**config.mk**
```make
export PLATFORM = sky130hd
export DESIGN_NAME = morse_elem_sequencer
export DESIGN_NICKNAME = d
export VERILOG_FILES = /design/src/rtl/morse_elem_sequencer.sv
export SDC_FILE = /design/constraint.sdc
export NUM_CORES = 1
export LEC_CHECK = 0
export BUFFER_PORTS_ARGS = -buffer_cell sky130_fd_sc_hd__buf_2
export CAP_MARGIN = 20
export CORE_MARGIN = 2
export CORE_UTILIZATION = 49
export CTS_BUF_LIST = sky130_fd_sc_hd__clkbuf_16
export CTS_CLUSTER_SIZE = 12
export DETAILED_ROUTE_END_ITERATION = 7
export GPL_TIMING_DRIVEN = 0
export HOLD_SLACK_MARGIN = 0.02
export PLACE_DENSITY_LB_ADDON = 0.15
export SYNTH_ARGS = -nofsm -noshare
export SYNTH_HDL_FRONTEND = slang
export SYNTH_SLANG_ARGS = --single-unit
```
**constraint.sdc**
```tcl
create_clock -name clk -period 1.41 [get_ports clk]
set_input_delay 0.2115 -clock clk [delete_from_list [all_inputs] [get_ports clk]]
set_output_delay 0.2115 -clock clk [all_outputs]
set_load 0.05 [all_outputs]
```
**src/rtl/morse_elem_sequencer.sv**
```systemverilog
// Walks mux slots 0..15 and turns each element code into a timed on/off key signal.
// All outputs registered; start is honoured only in IDLE, abort wins over everything except reset.
module morse_elem_sequencer #(
    parameter int TICK_DIV = 4
) (
    input  logic       clk,
    input  logic       rst_n,
    input  logic       start,
    input  logic       abort,
    input  logic [2:0] sym,
    output logic [3:0] sel,
    output logic       key_out,
    output logic       busy,
    output logic       done
);
    localparam int TW = $clog2(TICK_DIV);
    localparam logic [TW-1:0] TICK_LAST = TW'(TICK_DIV - 1);

    typedef enum logic [2:0] {
        S_IDLE,
        S_FETCH,
        S_MARK,
        S_SPACE,
        S_DONE
    } state_t;

    state_t          r_state;
    logic [TW-1:0]   r_tick;
    logic [2:0]      r_units;

    logic w_wrap;
    logic w_last;

    assign w_wrap = (r_tick == TICK_LAST);
    assign w_last = w_wrap && (r_units == 3'd1);

    always_ff @(posedge clk or negedge rst_n) begin
        if (!rst_n) begin
            r_state <= S_IDLE;
            r_tick  <= '0;
            r_units <= '0;
            sel     <= '0;
            key_out <= 1'b0;
            busy    <= 1'b0;
            done    <= 1'b0;
        end else if (abort) begin
            r_state <= S_IDLE;
            r_tick  <= '0;
            r_units <= '0;
            sel     <= '0;
            key_out <= 1'b0;
            busy    <= 1'b0;
            done    <= 1'b0;
        end else begin
            case (r_state)
                S_IDLE: begin
                    if (start) begin
                        r_state <= S_FETCH;
                        busy    <= 1'b1;
                    end
                end
                S_FETCH: begin
                    r_tick <= '0;
                    case (sym)
                        3'b001: begin
                            r_state <= S_MARK;
                            r_units <= 3'd1;
                            key_out <= 1'b1;
                        end
                        3'b010: begin
                            r_state <= S_MARK;
                            r_units <= 3'd3;
                            key_out <= 1'b1;
                        end
                        // Gaps skip the mark and its trailing auto-space entirely.
                        3'b011: begin
                            r_state <= S_SPACE;
                            r_units <= 3'd2;
                        end
                        3'b100: begin
                            r_state <= S_SPACE;
                            r_units <= 3'd6;
                        end
                        default: begin
                            r_state <= S_DONE;
                            done    <= 1'b1;
                        end
                    endcase
                end
                S_MARK: begin
                    r_tick <= w_wrap ? '0 : r_tick + TW'(1);
                    if (w_last) begin
                        r_state <= S_SPACE;
                        r_units <= 3'd1;
                        key_out <= 1'b0;
                    end else if (w_wrap) begin
                        r_units <= r_units - 3'd1;
                    end
                end
                S_SPACE: begin
                    r_tick <= w_wrap ? '0 : r_tick + TW'(1);
                    if (w_last) begin
                        r_units <= '0;
                        if (sel == 4'd15) begin
                            r_state <= S_DONE;
                            done    <= 1'b1;
                        end else begin
                            r_state <= S_FETCH;
                            sel     <= sel + 4'd1;
                        end
                    end else if (w_wrap) begin
                        r_units <= r_units - 3'd1;
                    end
                end
                S_DONE: begin
                    r_state <= S_IDLE;
                    sel     <= '0;
                    busy    <= 1'b0;
                    done    <= 1'b0;
                end
                default: begin
                    r_state <= S_IDLE;
                    sel     <= '0;
                    key_out <= 1'b0;
                    busy    <= 1'b0;
                    done    <= 1'b0;
                end
            endcase
        end
    end
endmodule

```
After elaboration in Yosys (flattened, before gate mapping)
Cells that the tools add are included.

Bitwise operators: 0. Div/mod/pow operators: 0. Reductions and logical operators: 18. Shift operators: 0. Eq/ne operators: 23. $mul: 0. Order comparisons: 0. Add/sub/neg operators: 3. Muxes and demuxes: 32.

Operator list (count): $mux 3 (9); $pmux 3 s4 (2); $ne 3x3->1 const B (7); $eq 3x2->1 const B (4); $mux 4 (3); $eq 3x1->1 const B (3); $mux 1 (9); $pmux 3 s3 (1); $reduce_and 3->1 (3); $reduce_or 3->1 (3); $ne 2x1->1 const B (4); $pmux 4 s2 (1); $reduce_or 2->1 (4); $eq 3x3->1 const B (2); $ne 6x6->1 const B (1); $pmux 1 s3 (2); $pmux 3 s2 (1); $add 4x1->4 const B (1); $eq 4x4->1 const B (1); $mux 2 (2); $pmux 2 s2 (1); $reduce_and 2->1 (2); $reduce_and 4->1 (1); $reduce_bool 4->1 (1); 8 further kinds (8).

Logic and storage cells: 83. Output and inout port bits: 7. RAM bits: 0. Bits in latches: 0. Input port bits: 7. Bits in read-only memories: 0. Bits in registers: 15. Memories kept: 0.

Depth between registers and ports, before layout
Gate-level depths: netlist (run 1).

Depth in word-level cells: 5. Depth in mapped cells: 6. Mapped depth without buffers: 6.

Least setup slack after synthesis (run 1)
No wires, ideal clock.

Kind: flip-flop to flip-flop. From: reg sel[0]. To: reg r_state[0]. Cell stages (with the launch flop): 6. Buffers on the path: 0. Slack: -0.320 ns. Arrival time: 1.597 ns. Library setup time: 0.133 ns. Data required time: 1.277 ns. Period minus slack after synthesis: 1.730 ns. Path through: dfrtp_1 -> ha_1 -> nand3_1 -> a21bo_2 -> o32ai_1 -> nor3_1.

Longest elaborated chain between the ends: 5.

Ends and longest elaborated chain: start, declared (RTL line 11) `output logic [3:0] sel,`; start signal, assigned (RTL line 109) `sel <= sel + 4'd1;`; $eq 4x4->1 (RTL line 104) `if (sel == 4'd15) begin`; $mux 3 (RTL line 104); $mux 3 (RTL line 102) `if (w_last) begin`; $pmux 3 s4 (RTL line 55) `case (r_state)`; $mux 3 (RTL line 46) `end else if (abort) begin`; end signal, assigned (RTL line 47) `r_state <= S_IDLE;`; end signal, assigned (RTL line 58) `r_state <= S_FETCH;`; end signal, assigned (RTL line 105) `r_state <= S_DONE;`; end, declared (RTL line 27) `state_t r_state;`.

Every way passes these cells. The select of a mux whose other input is x is not followed. A chain may end at the register's enable or synchronous reset.

Worst setup path in the final report (run 1)
From: reg r_units[1]. To: reg done.

Longest elaborated chain between the ends: 4.

Ends and longest elaborated chain: start, declared (RTL line 29) `logic [2:0] r_units;`; start signal, assigned (RTL line 97) `r_units <= r_units - 3'd1;`; start signal, assigned (RTL line 112) `r_units <= r_units - 3'd1;`; $eq 3x1->1 (RTL line 35) `assign w_last = w_wrap && (r_units == 3'd1);`; $logic_and 1x1->1 (RTL line 35); $ne 3x3->1 (no line); $reduce_and 4->1 (no line); end signal, assigned (RTL line 45) `done <= 1'b0;`; end signal, assigned (RTL line 53) `done <= 1'b0;`; end signal, assigned (RTL line 86) `done <= 1'b1;`; end, declared (RTL line 14) `output logic done`.

Every way passes these cells.

==> run_results.csv, run 1 <==
group,metric,value,unit
outcome,outcome,"complete, but fails checks",
timing,clock.fmax,674,MHz
setup_path,timing.rr.start,"r_units[1]$_DFFE_PN0P_",
global_routing,initial_antenna_violation_count,0,
finish,fill_cells,161,
detailed_routing,number_of_vias_per_cell_after_detailed_routing,5.65,
detailed_routing,detail_route.wirelength,2340,um
setup_path,crit_family,"compound AO/OA/AOI/OAI gates",
detailed_routing,first_iter_violations,18,
global_routing,grt_max_degree,16,
setup_path,setup.reg_to_reg.worst_slack,-0.07,ns
timing,worstMarginPinSlew,0.501,ns
finish,final_nets,143,
min_path,min-delay-start,"start",
cts,clock_latency_at_the_later_pin_of_the_worst_skew_pair,0.25,ns
placed_design,dp_hpwl,1540,um
setup_path,timing.critical_path.cells,"inv_2 > ha_2 > nand3b_1 > buf_6 > a2111oi_4 > a21o_1",
synthesis,post_synth_simple_gate_area,0.250,
timing,setup_skew_after_layout,0.00371,ns
synthesis,synth_edf_count,0,
setup_path,reg2reg_depth,6,
die,chipWidth,48.4,um
detailed_routing,first_pass_drt_iterations,4,
synthesis,ys_seq_area_frac,0.389,
placed_design,place_worst_setup_slack,-0.247,ns
finish,combined_flip_flop_and_latch_cell_area,382,sq um
die,count_of_standard_cell_rows,16,
synthesis,ys_ff_latch,15,
die,floorplan.initialDensity,0.507,
setup_path,cpPeakStageDelay,0.38,ns
synthesis,yosys.cell_types.count,35,
power,worst_ir_drop_vdd,0.718,mV
global_routing,global_route_wire_length_before_repair,3720,um
synthesis,combinational_family_with_the_most_area_after_synthesis,"simple AND/OR/NAND/NOR gates",
global_routing,vias_in_the_first_global_route,808,
power,power,0.00141,W
cts,cts.sink_count,15,
setup_path,slowest_stage,"dfrtp_1",
setup_path,critical_path.max_fanout,5,
detailed_routing,routed-via-count,887,
run,max-cap-violations,0,
die,die-area,2340,sq um
cts,cts.htree.levels,1,
timing,final.period_utilization,1.05,
outcome,failed_checks,"negative setup slack",
finish,design_area,1310,sq um
synthesis,ys_warn_count,0,
setup_path,regToRegEndpoint,"done$_DFFE_PN0P_",
placed_design,port_buffers,13,
setup_path,cp.depth,6,
timing,final.min_clock_period,1.48,ns
setup_path,path_buf_inv,2,
synthesis,ys_async_sr_fraction,1.00,
cts,tritoncts.num_buffers,3,
timing,timing.hold.ws,0.216,ns
timing,post-route-worst-setup-slack,-0.0742,ns
setup_path,critical_path.endpoint,"done$_DFFE_PN0P_",
cts,tritoncts,"done",
setup_path,cp-start-kind,"register",
timing,fin_max_slew_vios,0,
cts,clkSlewWorstSetupHoldPaths,0.05,ns
synthesis,synth_cells,108,
timing,grt_setup_unrepaired,"true",
finish,antenna-diode-count,0,
die,io_pins,14,
global_routing,global_route_usage_over_all_layers,0.207,
synthesis,synth_compound_area_frac,0.233,
finish,flow.area_growth_from_synthesis,35.4,%
cts,clock_path_buffers,2,
die,core,1900,sq um
min_path,min_path_type,"input pin to register",
setup_path,crit_arrival,1.67,ns
timing,slew-limit-headroom,0.666,
setup_path,worstPathRequired,1.59,ns
setup_path,crit_type,"register to register",
setup_path,crit_start,"r_units[1]$_DFFE_PN0P_",
power,p_leak,0.549,nW
setup_path,worst_setup_path_end_kind,"register",
detailed_routing,ant_nets,0,
synthesis,synth.cell_area,965,sq um
placed_design,place.gp.congestion,0.851,
timing,final-setup-viol-count,9,
synthesis,synth.avg_cell_area,8.93,sq um
placed_design,dpl-instance-area,1100,sq um
synthesis,adder_and_majority_gate_portion_of_the_synthesized_area,0.0649,
detailed_routing,routedWlPerCell,14.9,um
finish,multiInputGateArea,657,sq um
synthesis,post_synth_mux_area_share,0.0117,
timing,timing.final.hold_violations,0,
synthesis,net_count_after_synthesis,120,
synthesis,synth_xor_area_frac,0.0182,
power,power_density,1080,nW/um^2
detailed_routing,post-route-drc-count,0,
global_routing,global_route.overflow_total,0,
finish,share_of_cells_above_drive_strength_1,0.408,
die,die_h,48.4,um
synthesis,dominantRegCellSynth,"dfrtp_1",
cts,clk_root_buffer_cell,"clkbuf_16",
-- worst reg2reg max path: stages (launching register included) --
cell	delay (ns)
dfrtp_1	0.38
inv_2	0.08
ha_2	0.19
nand3b_1	0.15
buf_6	0.18
a2111oi_4	0.32
a21o_1	0.12
-- state kept, by name, indices dropped and copies added (netlist names) --
| register | flops |
|---|---|
| busy | 1 |
| done | 1 |
| key_out | 1 |
| r_state | 3 |
| r_tick | 2 |
| r_units | 3 |
| sel | 4 |
-- cell families after synthesis --
family	after synthesis
adders and majority gates	5
DFF	15
and+or+nand+nor	44
buffers and inverters	8
muxes	1
AOI/OAI and AO/OA	33
xor gates and xnor gates	2
-- placed cells by master (no fill, tap or decap), types with 2 or more instances in the layout --
cell       instances
buf_4              5
buf_2             14
a21oi_1            9
xnor2_1            2
buf_6              2
nand2b_1           2
ha_4               2
dfrtp_2            5
nor3b_1            2
o21ai_1            3
nand4_1            3
ha_2               2
clkbuf_16          3
a31oi_1            2
inv_1              3
dfrtp_1           10
nor3_1             3
nand2_1            7
a21o_1             2
nor2_1            10
o21ai_0            6
nand3_1            2
-- routing by layer --
layer | part of all wire | routed length (um) | track usage | vias up
met3 | 0.037 | 86 | 0.0340 | 8
met2 | 0.46 | 1090 | 0.313 | 21
li1 | - | - | - | 442
met4 | 0.029 | 69 | 0.0952 | 0
met1 | 0.47 | 1100 | 0.292 | 416
met5 | 0 | 0 | 0 | -
-- how the worst min path moves through the flow --
stage,to,cells past startpoint
final,busy$_DFFE_PN0P_,3
after global routing,busy$_DFFE_PN0P_,3
after CTS,busy$_DFFE_PN0P_,3
after detailed placement,r_tick[1]$_DFFE_PN0P_,1
after global placement,r_tick[0]$_DFFE_PN0P_,1
after floorplan,busy$_DFFE_PN0P_,0
-- Yosys cell counts (2+ instances only) --
master	instances	area share
nor3b_1	2	0.016
o21ai_0	10	0.052
inv_1	3	0.012
nand2_1	7	0.027
dfrtp_1	15	0.39
nand3_1	3	0.016
nand2b_1	3	0.019
nor2_1	12	0.047
a21o_1	2	0.016
a21oi_1	10	0.052
nor2b_1	2	0.013
nor3_1	4	0.021
clkbuf_1	4	0.016
nand4_1	3	0.019
a31oi_1	3	0.019
xnor2_1	2	0.018
ha_1	5	0.065
-- final cells by class --
type                            count  area share
Inverter                            3     0.00862
Clock buffer                        3      0.0575
Multi-Input combinational cell     85       0.503
Clock inverter                      1     0.00287
Tap cell                           27      0.0259
Buffer                              4      0.0211
Timing Repair Buffer               19      0.0891
Sequential cell                    15       0.292
-- report_power, final --
part	internal, W	switching [W]
registers	0.000465	0.0000311
logic	0.000153	0.000217
clock network	0.000376	0.000172
total	0.000994	0.000420
-- metrics by stage --
step	utilization	instances	setup TNS, ns
CTS	0.657	154	-0.303
finish	0.687	157	-0.339
global placement	0.580	148	-1.06
global route	0.687	157	-0.876
floorplan	-	108	-0.0995
detailed placement	0.580	148	-1.42
-- repair_timing --
| action | 4_1_cts | 5_1_grt |
|---|---|---|
| hold buffers | 1 | 0 |
| gates resized for setup | 16 | 13 |
| endpoints found under the setup margin | 14 | 11 |
| pin swaps | 8 | 5 |
| hold endpoints to repair | 15 | 0 |
| buffers inserted | 2 | 3 |
Note: power is estimated with default switching activity, not from simulation.
==> run 2, diff against run 1 <==
--- a/config.mk
+++ b/config.mk
@@ -7,7 +7,6 @@
 export LEC_CHECK = 0
 export BUFFER_PORTS_ARGS = -buffer_cell sky130_fd_sc_hd__buf_2
 export CAP_MARGIN = 20
-export CORE_MARGIN = 2
 export CORE_UTILIZATION = 49
 export CTS_BUF_LIST = sky130_fd_sc_hd__clkbuf_16
 export CTS_CLUSTER_SIZE = 12
==> run 2 against run 1 <==
The run still ends with negative setup slack left. Sequential power hardly changed. Clock skew is 0.0027 ns lower. Worst setup slack better by 0.035 ns. First-iteration DRC count is 130% higher. Cell count is 4.5% higher. Critical path type unchanged. Critical endpoint is now sel[2]$_DFFE_PN0P_. Largest power group unchanged. Highest routed layer unchanged.
==> run_results.csv, run 2 (synthesized netlist as in run 1, its figures left out) <==
group,metric,value,unit
cts,cts.sink_count,15,
detailed_routing,routed-via-count,965,
finish,antenna-diode-count,0,
setup_path,path_buf_inv,1,
die,die_h,46.4,um
detailed_routing,ant_nets,0,
finish,leading_registers_by_flop_count,"sel x4, r_state x3, r_units x3",
setup_path,crit_family,"simple AND/OR/NAND/NOR gates",
global_routing,global_route_usage_over_all_layers,0.271,
timing,post-route-worst-setup-slack,-0.0395,ns
global_routing,global_route.overflow_total,0,
setup_path,crit_arrival,1.58,ns
detailed_routing,first_iter_violations,41,
detailed_routing,route.top_layer_used,"met4",
die,floorplan.initialDensity,0.541,
setup_path,slowest_stage,"dfrtp_1",
placed_design,place.gp.congestion,0.851,
detailed_routing,met1_length,1120,um
finish,largest_register,"sel",
timing,clock.fmax,690,MHz
detailed_routing,detailroute.wirelength.met3,114,um
outcome,outcome,"complete, but fails checks",
min_path,min_path_type,"input pin to register",
power,power_density,1040,nW/um^2
timing,final-setup-viol-count,8,
timing,worstMarginPinSlew,0.491,ns
outcome,failed_checks,"negative setup slack",
placed_design,place_worst_setup_slack,-0.242,ns
global_routing,global_route_wire_length_before_repair,3990,um
timing,slew-limit-headroom,0.673,
setup_path,cp-start-kind,"register",
timing,final.min_clock_period,1.45,ns
placed_design,dp_cells,146,
setup_path,crit_type,"register to register",
cts,clkSlewWorstSetupHoldPaths,0.05,ns
placed_design,port_buffers,13,
placed_design,dp_hpwl,1580,um
timing,final.period_utilization,1.03,
setup_path,cpPeakStageDelay,0.37,ns
die,count_of_standard_cell_rows,15,
power,p_leak,0.604,nW
run,max-cap-violations,0,
die,core,1780,sq um
detailed_routing,detail_route.wirelength,2640,um
cts,clock_latency_at_the_later_pin_of_the_worst_skew_pair,0.24,ns
power,power,0.00146,W
setup_path,critical_path.max_fanout,4,
cts,clk_root_buffer_cell,"clkbuf_16",
timing,grt_setup_unrepaired,"true",
cts,tritoncts.num_buffers,3,
timing,timing.final.hold_violations,0,
finish,share_of_cells_above_drive_strength_1,0.468,
detailed_routing,post-route-drc-count,0,
finish,fill_cells,110,
detailed_routing,first_pass_drt_iterations,4,
finish,final-instance-count-excl-fill,164,
setup_path,timing.critical_path.cells,"inv_2 > ha_4 > and4b_2 > a31oi_4 > nand2b_4 > o21ai_2",
timing,setup_skew_after_layout,0.00101,ns
detailed_routing,routedWlPerCell,16.1,um
setup_path,worst_setup_path_end_kind,"register",
finish,flow.area_growth_from_synthesis,45.3,%
cts,cts.htree.levels,1,
power,worst_ir_drop_vdd,1.67,mV
timing,fin_max_slew_vios,0,
detailed_routing,number_of_vias_per_cell_after_detailed_routing,5.88,
finish,final_common_cell,"buf_2",
die,die-area,2150,sq um
finish,top_library_cells_by_usage_in_the_layout_fill_and_taps_aside,"14 x buf_2, 12 x buf_4, 10 x nor2_1, 10 x dfrtp_1, 8 x a21oi_1",
finish,final_nets,152,
global_routing,vias_in_the_first_global_route,921,
finish,largest_register_ffs,4,
detailed_routing,met2_wirelength,1330,um
die,io_pins,14,
die,chipWidth,46.4,um
cts,tritoncts,"done",
global_routing,initial_antenna_violation_count,0,
setup_path,worstPathRequired,1.54,ns
cts,clock_path_buffers,2,
global_routing,grt_max_degree,16,
run 2: cell types whose count changed in the layout (fill, tap and decap cells not counted), sizes merged:
cell,delta
buf,+9
run 2: worst min-delay path: cells and delay by family:
kind | cells | cell delay (ns)
simple gates | 1 | 0.08
compound gates | 1 | 0.05
buf+inv | 1 | 0.09
run 2: timing repair:
| action | CTS | global route |
|---|---|---|
| endpoints found under the setup margin | 13 | 11 |
| resized for setup | 23 | 14 |
| endpoints found under the hold margin | 15 | 0 |
| hold buffers | 1 | 0 |
| setup buffers | 6 | 8 |
| pin swaps | 11 | 8 |
run 2: layout make-up:
type / instances / area (sq um) / share of cell area
multi-input cells: 85 / 679 / 0.485
plain buffers: 4 / 27.5 / 0.0196
repair buffers: 28 / 191 / 0.137
flip-flops and latches: 15 / 382 / 0.272
well taps: 25 / 31.3 / 0.0223
clock buffers: 3 / 75.1 / 0.0536
clock inverters: 1 / 3.75 / 0.00268
inverters: 3 / 11.3 / 0.00804
run 2: power breakdown:
part	total [W]	switching (W)	internal [W]
Clock	0.000540	0.000165	0.000375
Combinational	0.000416	0.000237	0.000179
Sequential	0.000499	0.0000337	0.000466
run 2: metal layers:
layer	global-route usage	vias up
met1	0.319	469
li1	-	456
met4	0.124	0
met5	0	-
met2	0.442	32
met3	0.0863	8
run 2: path summary, 6_finish.rpt:
check	startpoint	end	slack, ns	depth (start not counted)
max	r_units[1]$_DFFE_PN0P_	sel[2]$_DFFE_PN0P_	-0.04	6
min	start	busy$_DFFE_PN0P_	0.23	3
max reg2reg	r_units[1]$_DFFE_PN0P_	sel[2]$_DFFE_PN0P_	-0.04	6
min reg2reg	done$_DFFE_PN0P_	done$_DFFE_PN0P_	0.48	1
max in group asynchronous	rst_n	r_state[1]$_DFFE_PN0P_	0.73	2
min in group asynchronous	rst_n	sel[3]$_DFFE_PN0P_	0.40	2
run 2: through the flow:
stage | setup TNS [ns] | hold slack (ns) | cell area [sq um] | utilization
floorplan | -0.0995 | -0.0841 | 1000 | -
global placement | -1.02 | 0.133 | 1100 | 0.618
detailed placement | -1.37 | 0.138 | 1100 | 0.618
CTS | -0.237 | 0.230 | 1320 | 0.739
global route | -0.581 | 0.243 | 1400 | 0.786
finish | -0.180 | 0.234 | 1400 | 0.786
==> run 3, diff against run 2 <==
--- a/config.mk
+++ b/config.mk
@@ -13,7 +13,7 @@
 export DETAILED_ROUTE_END_ITERATION = 7
 export GPL_TIMING_DRIVEN = 0
 export HOLD_SLACK_MARGIN = 0.02
-export PLACE_DENSITY_LB_ADDON = 0.15
+export PLACE_DENSITY = 0.85
 export SYNTH_ARGS = -nofsm -noshare
 export SYNTH_HDL_FRONTEND = slang
 export SYNTH_SLANG_ARGS = --single-unit
==> run 3 against run 2 <==
The flow still finishes with violations (negative setup slack). Global-route usage up 1.8 points. Cell count down 2.4%. Register-to-register slack worse by 0.05 ns. Clock skew up 0.0026 ns. Combinational power up 1%. Via count up 1.8%. Sequential power about the same. Die area unchanged. Non-clock buffer count down 4. Total power up 1.8%. Clock power up 3.9%. Critical endpoint unchanged. Highest routed layer unchanged.
==> run_results.csv, run 3 (synthesized netlist as in run 1, its figures left out) <==
group,metric,value,unit
outcome,outcome,"complete, but fails checks",
timing,clock.fmax,667,MHz
power,p_leak,0.587,nW
setup_path,path_buf_inv,1,
global_routing,initial_antenna_violation_count,0,
run,max-cap-violations,0,
timing,slew-limit-headroom,0.677,
detailed_routing,routedWlPerCell,17.8,um
outcome,failed_checks,"negative setup slack",
cts,tritoncts,"done",
setup_path,crit_arrival,1.63,ns
die,floorplan.initialDensity,0.541,
setup_path,cpPeakStageDelay,0.37,ns
cts,clkSlewWorstSetupHoldPaths,0.05,ns
cts,tritoncts.num_buffers,3,
die,count_of_standard_cell_rows,15,
die,die-area,2150,sq um
timing,grt_setup_unrepaired,"true",
timing,timing.final.hold_violations,0,
timing,final.min_clock_period,1.50,ns
setup_path,crit_family,"simple AND/OR/NAND/NOR gates",
finish,antenna-diode-count,0,
finish,leading_registers_by_flop_count,"sel x4, r_state x3, r_units x3",
timing,final_tns_setup,-0.445,ns
cts,clock_latency_at_the_later_pin_of_the_worst_skew_pair,0.25,ns
timing,worstMarginPinSlew,0.485,ns
timing,post-route-worst-setup-slack,-0.0894,ns
finish,final_common_cell,"buf_2",
global_routing,global_route.overflow_total,0,
placed_design,place.gp.congestion,0.814,
setup_path,crit_type,"register to register",
cts,clk_root_buffer_cell,"clkbuf_16",
power,power_density,1080,nW/um^2
detailed_routing,first_pass_drt_iterations,5,
finish,largest_register_ffs,4,
placed_design,port_buffers,13,
global_routing,global_route_usage_over_all_layers,0.288,
global_routing,vias_in_the_first_global_route,885,
finish,largest_register,"sel",
cts,cts.sink_count,15,
power,worst_ir_drop_vdd,0.895,mV
global_routing,grt_max_degree,16,
setup_path,worst_setup_path_end_kind,"register",
setup_path,cp-start-kind,"register",
die,die_h,46.4,um
power,power,0.00148,W
setup_path,critical_path.max_fanout,5,
timing,final-setup-viol-count,10,
detailed_routing,first_iter_violations,24,
finish,share_of_cells_above_drive_strength_1,0.459,
finish,fill_cells,109,
finish,top_library_cells_by_usage_in_the_layout_fill_and_taps_aside,"13 x buf_2, 11 x dfrtp_1, 9 x nor2_1",
cts,clock_path_buffers,2,
detailed_routing,ant_nets,0,
timing,setup_skew_after_layout,0.00359,ns
setup_path,timing.critical_path.cells,"inv_2 > ha_4 > and4b_2 > a31oi_4 > nand2b_4 > o21ai_2",
cts,cts.htree.levels,1,
die,io_pins,14,
setup_path,worstPathRequired,1.54,ns
detailed_routing,routed-via-count,982,
placed_design,dp_hpwl,1510,um
timing,fin_max_slew_vios,0,
global_routing,global_route_wire_length_before_repair,4100,um
detailed_routing,number_of_vias_per_cell_after_detailed_routing,6.14,
setup_path,slowest_stage,"dfrtp_1",
timing,final.period_utilization,1.06,
finish,final_nets,148,
detailed_routing,post-route-drc-count,0,
die,chipWidth,46.4,um
die,core,1780,sq um
min_path,min_path_type,"input pin to register",
detailed_routing,detail_route.wirelength,2840,um
finish,flow.area_growth_from_synthesis,42.4,%
## run 3: cell count changes in the layout (fill, tap and decap cells not counted), sizes merged
cell / delta
buf: -5
clkbuf: +1
## run 3: metal layers
layer  part of all wire  vias to the layer above  GRT usage
met5                  0                        -          0
met4              0.032                        0      0.176
met3              0.049                       10      0.110
met2               0.49                       32      0.436
met1               0.43                      488      0.341
li1                   -                      452          -
## run 3: through the flow
| stage | utilization | hold slack, ns | cells | area, sq um | setup WS [ns] |
|---|---|---|---|---|---|
| after floorplan | - | -0.0841 | 108 | 1000 | -0.0582 |
| after global placement | 0.618 | 0.136 | 146 | 1100 | -0.189 |
| after detailed placement | 0.618 | 0.135 | 146 | 1100 | -0.203 |
| after CTS | 0.733 | 0.218 | 159 | 1310 | -0.0894 |
| after global routing | 0.771 | 0.237 | 160 | 1370 | -0.123 |
| final | 0.771 | 0.233 | 160 | 1370 | -0.0894 |
## run 3: final cells by class
class                   instances  area, sq um  share of cell area
plain buffers                   4         30.0              0.0219
clock buffers                   3         75.1              0.0546
clock inverters                 1         3.75             0.00273
inverters                       3         11.3             0.00820
multi-input cells              85          681               0.495
flip-flops and latches         15          380               0.277
well taps                      25         31.3              0.0228
repair buffers                 24          161               0.117
## run 3: power by group
part	switching (W)	total [W]	internal, W
clock network	0.000184	0.000561	0.000377
logic	0.000245	0.000421	0.000176
registers	0.0000357	0.000500	0.000465
## run 3: repair_timing
item,4_1_cts,5_1_grt
hold buffers,1,0
endpoints found under the hold margin,15,0
gates resized for setup,20,18
setup buffers,9,1
cloned,0,0
pin swaps,7,11
endpoints found under the setup margin,14,11
## run 3: worst reg2reg max path, delay by kind of cell, from the launching register on
kind / cells / cell delay, ns
flip-flops: 1 / 0.37
adder cells (fa/ha/maj): 1 / 0.16
AO/OA/AOI/OAI: 2 / 0.30
AND/OR/NAND/NOR: 2 / 0.46
buffers and inverters: 1 / 0.08
## run 3: worst paths after layout
check	from	to	slack, ns	cells past startpoint
min	start	busy$_DFFE_PN0P_	0.23	3
min in group asynchronous	rst_n	r_units[0]$_DFFE_PN0P_	0.41	2
min reg2reg	done$_DFFE_PN0P_	done$_DFFE_PN0P_	0.50	1
max in group asynchronous	rst_n	sel[1]$_DFFE_PN0P_	0.72	2
max	r_units[1]$_DFFE_PN0P_	sel[2]$_DFFE_PN0P_	-0.09	6
max reg2reg	r_units[1]$_DFFE_PN0P_	sel[2]$_DFFE_PN0P_	-0.09	6
